===== src/rtl/fb_fill_pkg.sv =====
// Shared types for the framebuffer fill engine: FSM state encoding and the
// parameter set latched on start.
package fb_fill_pkg;

  localparam int FB_ADDR_BITS   = 24;
  localparam int FB_DIM_BITS    = 11;
  localparam int FB_STRIDE_BITS = 12;

  typedef enum logic [1:0] {
    IDLE  = 2'd0,
    ISSUE = 2'd1,
    DRAIN = 2'd2,
    DONE  = 2'd3
  } state_t;

  typedef struct packed {
    logic [FB_ADDR_BITS-1:0]   base;
    logic [FB_DIM_BITS-1:0]    width;
    logic [FB_DIM_BITS-1:0]    height;
    logic [FB_STRIDE_BITS-1:0] stride;
    logic [15:0]               data;
    logic [1:0]                mask;
  } fill_params_t;

endpackage


===== src/rtl/fb_fill_dma_if.sv =====
// Write-only SDRAM arbiter port: command handshake plus in-order write acks.
interface fb_fill_dma_if #(
  parameter int ADDR_BITS = 24
);
  logic                 sdram_cmd_valid;
  logic                 sdram_cmd_ready;
  logic                 sdram_wr;
  logic [ADDR_BITS-1:0] sdram_addr_x16;
  logic [15:0]          sdram_wdata;
  logic [1:0]           sdram_wmask;
  logic                 sdram_ack;

  modport master (
    output sdram_cmd_valid, sdram_wr, sdram_addr_x16, sdram_wdata, sdram_wmask,
    input  sdram_cmd_ready, sdram_ack
  );

  modport slave (
    input  sdram_cmd_valid, sdram_wr, sdram_addr_x16, sdram_wdata, sdram_wmask,
    output sdram_cmd_ready, sdram_ack
  );
endinterface


===== src/rtl/fill_addr_gen.sv =====
// Raster-order address walker: x/y counters and a line offset accumulator,
// stepped once per accepted command.
module fill_addr_gen
  import fb_fill_pkg::*;
#(
  parameter int ADDR_BITS   = FB_ADDR_BITS,
  parameter int DIM_BITS    = FB_DIM_BITS,
  parameter int STRIDE_BITS = FB_STRIDE_BITS
) (
  input  logic                   clk_i,
  input  logic                   rst_i,
  input  logic                   load,
  input  logic                   advance,
  input  logic [ADDR_BITS-1:0]   base,
  input  logic [DIM_BITS-1:0]    width,
  input  logic [DIM_BITS-1:0]    height,
  input  logic [STRIDE_BITS-1:0] stride,
  output logic [ADDR_BITS-1:0]   addr,
  output logic                   last
);

  localparam logic [DIM_BITS-1:0] DIM_ONE = DIM_BITS'(1);

  logic [DIM_BITS-1:0]  x;
  logic [DIM_BITS-1:0]  y;
  logic [ADDR_BITS-1:0] line_off;
  logic                 x_end;

  assign x_end = (x == width - DIM_ONE);
  assign last  = x_end && (y == height - DIM_ONE);
  // Offset from base rather than an absolute line pointer, so base only needs latching once.
  assign addr  = base + line_off + {{(ADDR_BITS-DIM_BITS){1'b0}}, x};

  always_ff @(posedge clk_i) begin
    if (rst_i || load) begin
      x        <= '0;
      y        <= '0;
      line_off <= '0;
    end else if (advance) begin
      if (x_end) begin
        x        <= '0;
        y        <= y + DIM_ONE;
        line_off <= line_off + {{(ADDR_BITS-STRIDE_BITS){1'b0}}, stride};
      end else begin
        x <= x + DIM_ONE;
      end
    end
  end

endmodule


===== src/rtl/fb_fill_dma.sv =====
// Framebuffer fill engine: streams a constant pixel over a rectangle as SDRAM
// write commands, bounding commands in flight and draining acks before done.
module fb_fill_dma
  import fb_fill_pkg::*;
#(
  parameter int ADDR_BITS       = FB_ADDR_BITS,
  parameter int DIM_BITS        = FB_DIM_BITS,
  parameter int STRIDE_BITS     = FB_STRIDE_BITS,
  parameter int MAX_OUTSTANDING = 4
) (
  input  logic                   clk_i,
  input  logic                   rst_i,
  input  logic                   start_i,
  input  logic                   abort_i,
  input  logic [ADDR_BITS-1:0]   base_x16_i,
  input  logic [DIM_BITS-1:0]    width_i,
  input  logic [DIM_BITS-1:0]    height_i,
  input  logic [STRIDE_BITS-1:0] stride_x16_i,
  input  logic [15:0]            fill_data_i,
  input  logic [1:0]             fill_mask_i,
  output logic                   busy_o,
  output logic                   done_o,
  output logic                   aborted_o,
  fb_fill_dma_if.master          sdram
);

  localparam int                OUT_W   = $clog2(MAX_OUTSTANDING + 1);
  localparam logic [OUT_W-1:0] OUT_MAX = OUT_W'(MAX_OUTSTANDING);
  localparam logic [OUT_W-1:0] OUT_ONE = OUT_W'(1);

  state_t               state, state_n;
  fill_params_t         prm;
  logic [OUT_W-1:0]     outstanding;
  logic                 start_take, empty_req, accept, ack_take, last_pix, cmd_valid;
  logic [ADDR_BITS-1:0] addr;

  assign start_take = (state == IDLE) && start_i;
  assign empty_req  = (width_i == '0) || (height_i == '0);
  assign accept     = cmd_valid && sdram.sdram_cmd_ready;
  // Acks with nothing in flight (e.g. leftovers from before a reset) are dropped.
  assign ack_take   = sdram.sdram_ack && (outstanding != '0);

  fill_addr_gen #(
    .ADDR_BITS  (ADDR_BITS),
    .DIM_BITS   (DIM_BITS),
    .STRIDE_BITS(STRIDE_BITS)
  ) u_addr_gen (
    .clk_i  (clk_i),
    .rst_i  (rst_i),
    .load   (start_take),
    .advance(accept),
    .base   (prm.base),
    .width  (prm.width),
    .height (prm.height),
    .stride (prm.stride),
    .addr   (addr),
    .last   (last_pix)
  );

  always_ff @(posedge clk_i) begin
    if (rst_i) state <= IDLE;
    else       state <= state_n;
  end

  always_comb begin
    state_n = state;
    unique case (state)
      IDLE:    if (start_i) state_n = empty_req ? DONE : ISSUE;
      ISSUE:   if (abort_i || (accept && last_pix)) state_n = DRAIN;
      DRAIN:   if (outstanding == '0) state_n = DONE;
      DONE:    state_n = IDLE;
      default: state_n = IDLE;
    endcase
  end

  // Valid only falls through acceptance: outstanding cannot grow without an accept.
  always_comb begin
    cmd_valid = (state == ISSUE) && (outstanding < OUT_MAX);
    busy_o    = (state != IDLE);
  end

  assign sdram.sdram_cmd_valid = cmd_valid;
  assign sdram.sdram_wr        = cmd_valid;
  assign sdram.sdram_addr_x16  = addr;
  assign sdram.sdram_wdata     = prm.data;
  assign sdram.sdram_wmask     = prm.mask;

  always_ff @(posedge clk_i) begin
    if (rst_i) begin
      prm         <= '0;
      aborted_o   <= 1'b0;
      done_o      <= 1'b0;
      outstanding <= '0;
    end else begin
      done_o <= (state == DONE);
      if (start_take) begin
        prm       <= '{base: base_x16_i, width: width_i, height: height_i,
                       stride: stride_x16_i, data: fill_data_i, mask: fill_mask_i};
        aborted_o <= 1'b0;
      end else if ((state == ISSUE) && abort_i) begin
        aborted_o <= 1'b1;
      end
      unique case ({accept, ack_take})
        2'b10:   outstanding <= outstanding + OUT_ONE;
        2'b01:   outstanding <= outstanding - OUT_ONE;
        default: outstanding <= outstanding;
      endcase
    end
  end

endmodule


===== src/flat_wrapper.sv =====
// flat-port wrapper written by rule: the top's interface ports become plain ports
module fb_fill_dma_flat import fb_fill_pkg::*;
#(
  parameter int ADDR_BITS       = FB_ADDR_BITS,
  parameter int DIM_BITS        = FB_DIM_BITS,
  parameter int STRIDE_BITS     = FB_STRIDE_BITS,
  parameter int MAX_OUTSTANDING = 4
)
  (clk_i, rst_i, start_i, abort_i, base_x16_i, width_i, height_i, stride_x16_i, fill_data_i, fill_mask_i, busy_o, done_o, aborted_o, sdram_sdram_cmd_valid, sdram_sdram_wr, sdram_sdram_addr_x16, sdram_sdram_wdata, sdram_sdram_wmask, sdram_sdram_cmd_ready, sdram_sdram_ack);
  fb_fill_dma_if #(.ADDR_BITS(ADDR_BITS)) sdram_i ();
  input  logic clk_i;
  input  logic rst_i;
  input  logic start_i;
  input  logic abort_i;
  input  logic [ADDR_BITS-1:0] base_x16_i;
  input  logic [DIM_BITS-1:0] width_i;
  input  logic [DIM_BITS-1:0] height_i;
  input  logic [STRIDE_BITS-1:0] stride_x16_i;
  input  logic [15:0] fill_data_i;
  input  logic [1:0] fill_mask_i;
  output logic busy_o;
  output logic done_o;
  output logic aborted_o;
  output wire logic [$bits(sdram_i.sdram_cmd_valid)-1:0] sdram_sdram_cmd_valid;
  output wire logic [$bits(sdram_i.sdram_wr)-1:0] sdram_sdram_wr;
  output wire logic [$bits(sdram_i.sdram_addr_x16)-1:0] sdram_sdram_addr_x16;
  output wire logic [$bits(sdram_i.sdram_wdata)-1:0] sdram_sdram_wdata;
  output wire logic [$bits(sdram_i.sdram_wmask)-1:0] sdram_sdram_wmask;
  input wire logic [$bits(sdram_i.sdram_cmd_ready)-1:0] sdram_sdram_cmd_ready;
  input wire logic [$bits(sdram_i.sdram_ack)-1:0] sdram_sdram_ack;
  assign sdram_sdram_cmd_valid = sdram_i.sdram_cmd_valid;
  assign sdram_sdram_wr = sdram_i.sdram_wr;
  assign sdram_sdram_addr_x16 = sdram_i.sdram_addr_x16;
  assign sdram_sdram_wdata = sdram_i.sdram_wdata;
  assign sdram_sdram_wmask = sdram_i.sdram_wmask;
  assign sdram_i.sdram_cmd_ready = sdram_sdram_cmd_ready;
  assign sdram_i.sdram_ack = sdram_sdram_ack;
  fb_fill_dma #(.ADDR_BITS(ADDR_BITS), .DIM_BITS(DIM_BITS), .STRIDE_BITS(STRIDE_BITS), .MAX_OUTSTANDING(MAX_OUTSTANDING)) u_core (.clk_i(clk_i), .rst_i(rst_i), .start_i(start_i), .abort_i(abort_i), .base_x16_i(base_x16_i), .width_i(width_i), .height_i(height_i), .stride_x16_i(stride_x16_i), .fill_data_i(fill_data_i), .fill_mask_i(fill_mask_i), .busy_o(busy_o), .done_o(done_o), .aborted_o(aborted_o), .sdram(sdram_i));
endmodule

===== config.mk =====
export PLATFORM = sky130hd
export DESIGN_NAME = fb_fill_dma_flat
export DESIGN_NICKNAME = d
export VERILOG_FILES = /design/src/rtl/fb_fill_pkg.sv /design/src/rtl/fb_fill_dma_if.sv /design/src/rtl/fill_addr_gen.sv /design/src/rtl/fb_fill_dma.sv /design/src/flat_wrapper.sv
export SDC_FILE = /design/constraint.sdc
export NUM_CORES = 1
export LEC_CHECK = 0
export ABC_AREA = 1
export CORE_MARGIN = 4
export CORE_UTILIZATION = 55
export DETAILED_ROUTE_END_ITERATION = 8
export PLACE_DENSITY = 0.79
export SYNTH_ARGS = -nofsm -noshare
export SYNTH_HDL_FRONTEND = slang
export SYNTH_HIERARCHICAL = 1
export SYNTH_SLANG_ARGS = --single-unit

===== constraint.sdc =====
create_clock -name clk_i -period 4.2 [get_ports clk_i]
set_clock_uncertainty 0.15 [all_clocks]
set_input_delay 0.84 -clock clk_i [delete_from_list [all_inputs] [get_ports clk_i]]
set_output_delay 0.84 -clock clk_i [all_outputs]
set_load 0.05 [all_outputs]

---- Word-level counts from Yosys, hierarchy flattened ----
Cells that the tools add are included.
W data, S select, Z words.
word-level totals
  bits in registers ....................... 129
  bits in latches ......................... 0
  RAM bits ................................ 0
  ROM bits ................................ 0
  word-level logic and storage cells ...... 60
  memories ................................ 0
cells by class
  add/sub/neg operators ................... 9
  multipliers ............................. 0
  div/mod/pow operators ................... 0
  order comparisons ....................... 1
  equality and inequality tests ........... 10
  shift-type cells ........................ 0
  mux-type cells .......................... 7
  bitwise gates (word level) .............. 0
  reduce and logical (&&, ||, !) cells .... 20
operator list
  kind                     count
  $add A24 B11 Y24         1
  $add A24 B12 Y24         1
  $add A24 B24 Y24         1
  $add A11 B1 Y11 const B  2
  $eq A11 B11 Y1           2
  $logic_not A11 Y1        2
  $sub A11 B1 Y11 const B  2
  $mux W11                 1
  $mux W2                  4
  $pmux W2 S4              1
  $logic_and A1 B1 Y1      7
  $eq A2 B2 Y1 const B     3
  $pmux W3 S2              1
  $eq A2 B1 Y1 const B     2
  $ne A2 B1 Y1 const B     2
  $reduce_bool A2 Y1       2
  $add A3 B1 Y3 const B    1
  $logic_not A3 Y1         1
  $logic_or A1 B1 Y1       3
  $lt A3 B3 Y1 const B     1
  $reduce_and A3 Y1        1
  $reduce_bool A3 Y1       1
  $sub A3 B1 Y3 const B    1
  $logic_not A2 Y1         1
  other kinds (3)          3

---- Longest topological paths before layout ----
  depth in word-level cells ............... 7
  depth in mapped cells ................... 19
  mapped depth without buffers ............ 19

---- Cells and area by module ----
The synthesis kept the hierarchy.
by module, submodules not included
  module         instances  cells an instance  area an instance (µm²)  seq. area each (µm²)
  fill_addr_gen  1          932                5739.3                  920.9
  fb_fill_dma    1          424                3263.1                  1661.6

---- Worst setup path after synthesis ----
No wires, ideal clock.
  path type ............................... flip-flop to output port
  start ................................... register u_core.u_addr_gen.x[1]
  end ..................................... output port sdram_sdram_addr_x16[23]
  arrival time ............................ 2.974 ns
  required time ........................... 3.210 ns
  setup slack ............................. 0.236 ns
  cell stages (with the launch flop) ...... 11
  buffers on the path ..................... 0
  path through ............................ dfxtp_1 -> fa_1 -> ha_1 -> fa_1 -> nand3_1 -> nand2_1 -> a31oi_1 -> o21ai_0 -> nand2_1 -> nand2_1 -> xnor2_1
between the ends
  word-level cells in the longest chain between the ends .. 1
ends and longest elaborated chain
  element                 RTL line             text
  from (decl)             fill_addr_gen.sv:24  logic [DIM_BITS-1:0] x;
  from (signal assigned)  fill_addr_gen.sv:45  x <= x + DIM_ONE;
  $add A24 B11 Y24        fill_addr_gen.sv:32  assign addr = base + line_off + {{(ADDR_BITS-DIM_BITS){1'b0}}, x};
  to (decl)               flat_wrapper.sv:26   output wire logic [$bits(sdram_i.sdram_addr_x16)-1:0] sdram_sdram_addr_x16;
Every way passes these cells.

---- Final worst setup path ----
  start ................................... register u_core.u_addr_gen.x[6]
  end ..................................... output port sdram_sdram_addr_x16[20]
The elaborated chain is that of the path after synthesis.

==> results.md <==
* Status: finished clean
* Area grow syn2layout at 22.0%
* Ant diodes at 0
* Slew @ Worst Pin at 0.843 ns
* Placed wire-length estimate at 19,000 um
* IO Count at 129
* Initial antenna violation count at 0
* Post-synth ARST share at 0
* Top routing layer used: met4
* Initial DRC Count at between 600 and 700
* Register area share after synthesis at 0.287
* Clk buf depth at 2
* CTS buffer count at 17
* Syn Inst Count at 1,356
* Synth Cell Area at 9000 sq um
* Starting density of the core at 0.565
* Core outline area at 15,900 sq um
* Vias per cell at 5.24
* Mapped Nets at about 1,500
* Wirelength per Cell at between 10 and 15 um
* Clock-pin slew on the worst setup and hold paths at 0.06 ns
* Max Fanout on Critical Path at 5
* Most used DFF post-synth: dfxtp_1
* Fillcell total at 1,425
* Metal-1 WL at roughly 11,000 um
* Period utilisation layout at 0.965
* Die Y-Extent at 136 um
* I/O Buffers at 128
* Number of cell rows at 46
* Setup violators final at 0
* Layout cells sized above 1 at 0.0709
* Placed cells at between 1,500 and 2,000
* Switching pwr at 2.56 mW
* Final instance area at around 11,000 sq um
* First-pass GRT wire length at 40,100 um
* DRC viols at 0
* Crit path top cell by count: nand2_1
* Post-synthesis register bit count at 129
* Synth Area per Inst at between 6 and 7 sq um
* Gpl congestion at 0.920
* Register Area at around 2600 sq um
* Critical path launch point type: register
* Hold Path Class: register to register
* Crit path kind: register to primary output
* Max transition margin at 0.438
* Peak Freq at 0.247 GHz
* Die area at 18,500 sq um
* Yosys warnings at 6
* Total number of vias at 8,816
* Met2 WL at around 12,000 um
* Arrival time of the worst setup path at 3.06 ns
* Non-Filler Instances at roughly 1,700
* H-Tree Level Count at 4
* Crit path largest cell delay at 0.45 ns
* Sink Count at 129
* Setup Buffers After CTS at 0
* Layout net count at 1,605
* Hold buffer count at cts at 0
* Leakage Power at 5.15 nW
* P_int at about 3.3 mW
* Largest net degree at the start of global routing at 79
* Final antenna-violating net count at 0
* Total gr overflow at 0
* CP endpoint kind: primary output
* Min Tclk post-route at 4.05 ns
* Total detailed-routing wirelength at ~25,000 um
* Clk pwr share at 0.254
* Dpl ws at 0.336 ns
* Number of flops mapped to enable cells by yosys at 0
* Final WS setup at approximately 0.15 ns
* CP required at 3.21 ns
* CTS tree: yes
* Post-placement cell area at between 10,000 and 15,000 sq um
* Maximum vdd drop at 560 uV
* Pwr/cell area at around 540 nW/um^2
* Met3 routed WL at between 1000 and 1500 um
* Distinct cells, synth at 37
* Die Wd at 136 um
* Worst path cell trace: fa_1 -> ha_1 -> nand2_1 -> nor2_1 -> o21ai_0 -> nand2_1 -> nand2_1 -> nand3_1 -> a21oi_1 -> xor2_1 -> buf_12
* CTS Root Cell: clkbuf_16
* Hold Vio Cnt, Final at 0
* Net Sw Frac at 0.435
* Footprint of the multi-input gates at approximately 5500 sq um
* CP max-delay cell: fa_1
* Gate power share at 0.460
* Seq pwr share at 0.285
* Max-cap violations at 0
* GRT Util Overall at 0.272
* Drt pass-1 iters at 5
* Max Slew Vio Count at 0
* Worst-skew pair later-pin latency at roughly 0.43 ns
* Number of global-route vias before repair at 8,332
==> worst max-delay path: cells and delay by family, from the launching register on <==
family                     cells  cell delay (ns)
buffers and inverters          1             0.18
AOI/OAI and AO/OA              2             0.28
xor gates and xnor gates       1             0.26
adders and majority gates      2             0.89
and+or+nand+nor                5             0.62
DFF                            1             0.43
==> flip-flops by register name, indices dropped and copies added, names as in the netlist <==
name and count:
u_core/aborted_o 1, u_core/done_o 1, u_core/outstanding 3, u_core/prm 58, u_core/sdram.sdram_wdata 16, u_core/sdram.sdram_wmask 2
u_core/state 2, u_core/u_addr_gen/line_off 24, u_core/u_addr_gen/x 11, u_core/u_addr_gen/y 11
==> cell usage in the layout (no fill, tap or decap), types with 13 or more instances in the layout <==
cell,synthesis,final
xnor2_1,22,21
nor2_1,245,245
nand3_1,87,87
dfxtp_1,129,123
o21ai_0,85,83
buf_4,22,14
nand2_1,294,293
nand4_1,26,26
fa_1,14,13
inv_1,139,139
clkbuf_16,0,17
clkdlybuf4s50_1,0,109
xor2_1,46,46
nor3_1,18,18
a21oi_1,63,62
ha_1,56,55
==> per-stage QoR <==
step                      hold WS [ns]   util  power [mW]  setup TNS (ns)
after global placement           0.312  0.649        4.35               0
after detailed placement         0.320  0.649        4.40               0
after floorplan                  0.302      -        3.69               0
after CTS                        0.335  0.686        5.90               0
final                            0.329  0.689        5.89               0
after global routing             0.357  0.689        6.26         -0.0132
==> repair_timing <==
item | 4_1_cts | 5_1_grt
gates resized for setup | 4 | 14
pin swaps | 0 | 2
setup endpoints to repair | 5 | 12
endpoints found under the hold margin | 0 | 0
==> logic make-up after synthesis <==
family	after synthesis	synth area share
AND/OR/NAND/NOR	709	0.333
flip-flops	129	0.287
buffers and inverters	204	0.102
AO/OA/AOI/OAI	176	0.102
XOR/XNOR	68	0.0662
adder cells (fa/ha/maj)	70	0.109
==> Yosys cell counts, types with 3 or more instances <==
library cell | n | share of area
nor2_2 | 7 | 0.0049
clkbuf_1 | 13 | 0.0054
inv_1 | 139 | 0.058
buf_2 | 14 | 0.0078
nand3_2 | 7 | 0.0078
nor2_4 | 3 | 0.0038
nor2_1 | 245 | 0.10
inv_2 | 6 | 0.0025
nand3_1 | 87 | 0.048
fa_1 | 14 | 0.031
xor2_1 | 46 | 0.045
nand4_1 | 26 | 0.018
nand2_2 | 9 | 0.0063
ha_1 | 56 | 0.078
o21bai_1 | 4 | 0.0033
buf_4 | 22 | 0.018
a21o_1 | 7 | 0.0058
o21ai_1 | 11 | 0.0061
xnor2_1 | 22 | 0.021
nor3_1 | 18 | 0.010
o21ai_0 | 85 | 0.047
or2_2 | 3 | 0.0021
nand3b_1 | 4 | 0.0033
buf_6 | 7 | 0.0088
dfxtp_1 | 129 | 0.29
nand2_1 | 294 | 0.12
a21oi_1 | 63 | 0.035
==> final cells by class <==
type	instances	share of cell area
inverters	145	0.0496
clock inverters	13	0.0140
flip-flops and latches	129	0.236
multi-input cells	1023	0.504
well taps	216	0.0246
repair buffers	137	0.132
clock buffers	19	0.0394
==> path summary, 6_finish.rpt <==
check,slack (ns),cells past startpoint,end,start
hold reg to reg,0.33,2,u_core/sdram.sdram_wdata[8],u_core/sdram.sdram_wdata[8]
setup / recovery,0.15,11,sdram_sdram_addr_x16[20],u_core/u_addr_gen/x[6]
hold / removal,0.33,2,u_core/sdram.sdram_wdata[8],u_core/sdram.sdram_wdata[8]
setup reg to reg,1.32,14,u_core/u_addr_gen/line_off[3],u_core/prm[41]
==> metal layers <==
layer	up-vias	GRT usage
met5	-	0
met1	4015	0.333
li1	4515	-
met3	39	0.0633
met2	247	0.471
met4	0	0.0896
==> power groups by stage <==
stage / Clock [mW] / Sequential (mW) / Combinational (mW)
finish: 1.50 / 1.68 / 2.71
global route: 1.58 / 1.71 / 2.98
CTS: 1.51 / 1.68 / 2.71
detailed placement: 0 / 1.71 / 2.70
global placement: 0 / 1.70 / 2.66
floorplan: 0 / 1.65 / 2.04
Power figures use the tool's default switching activity.
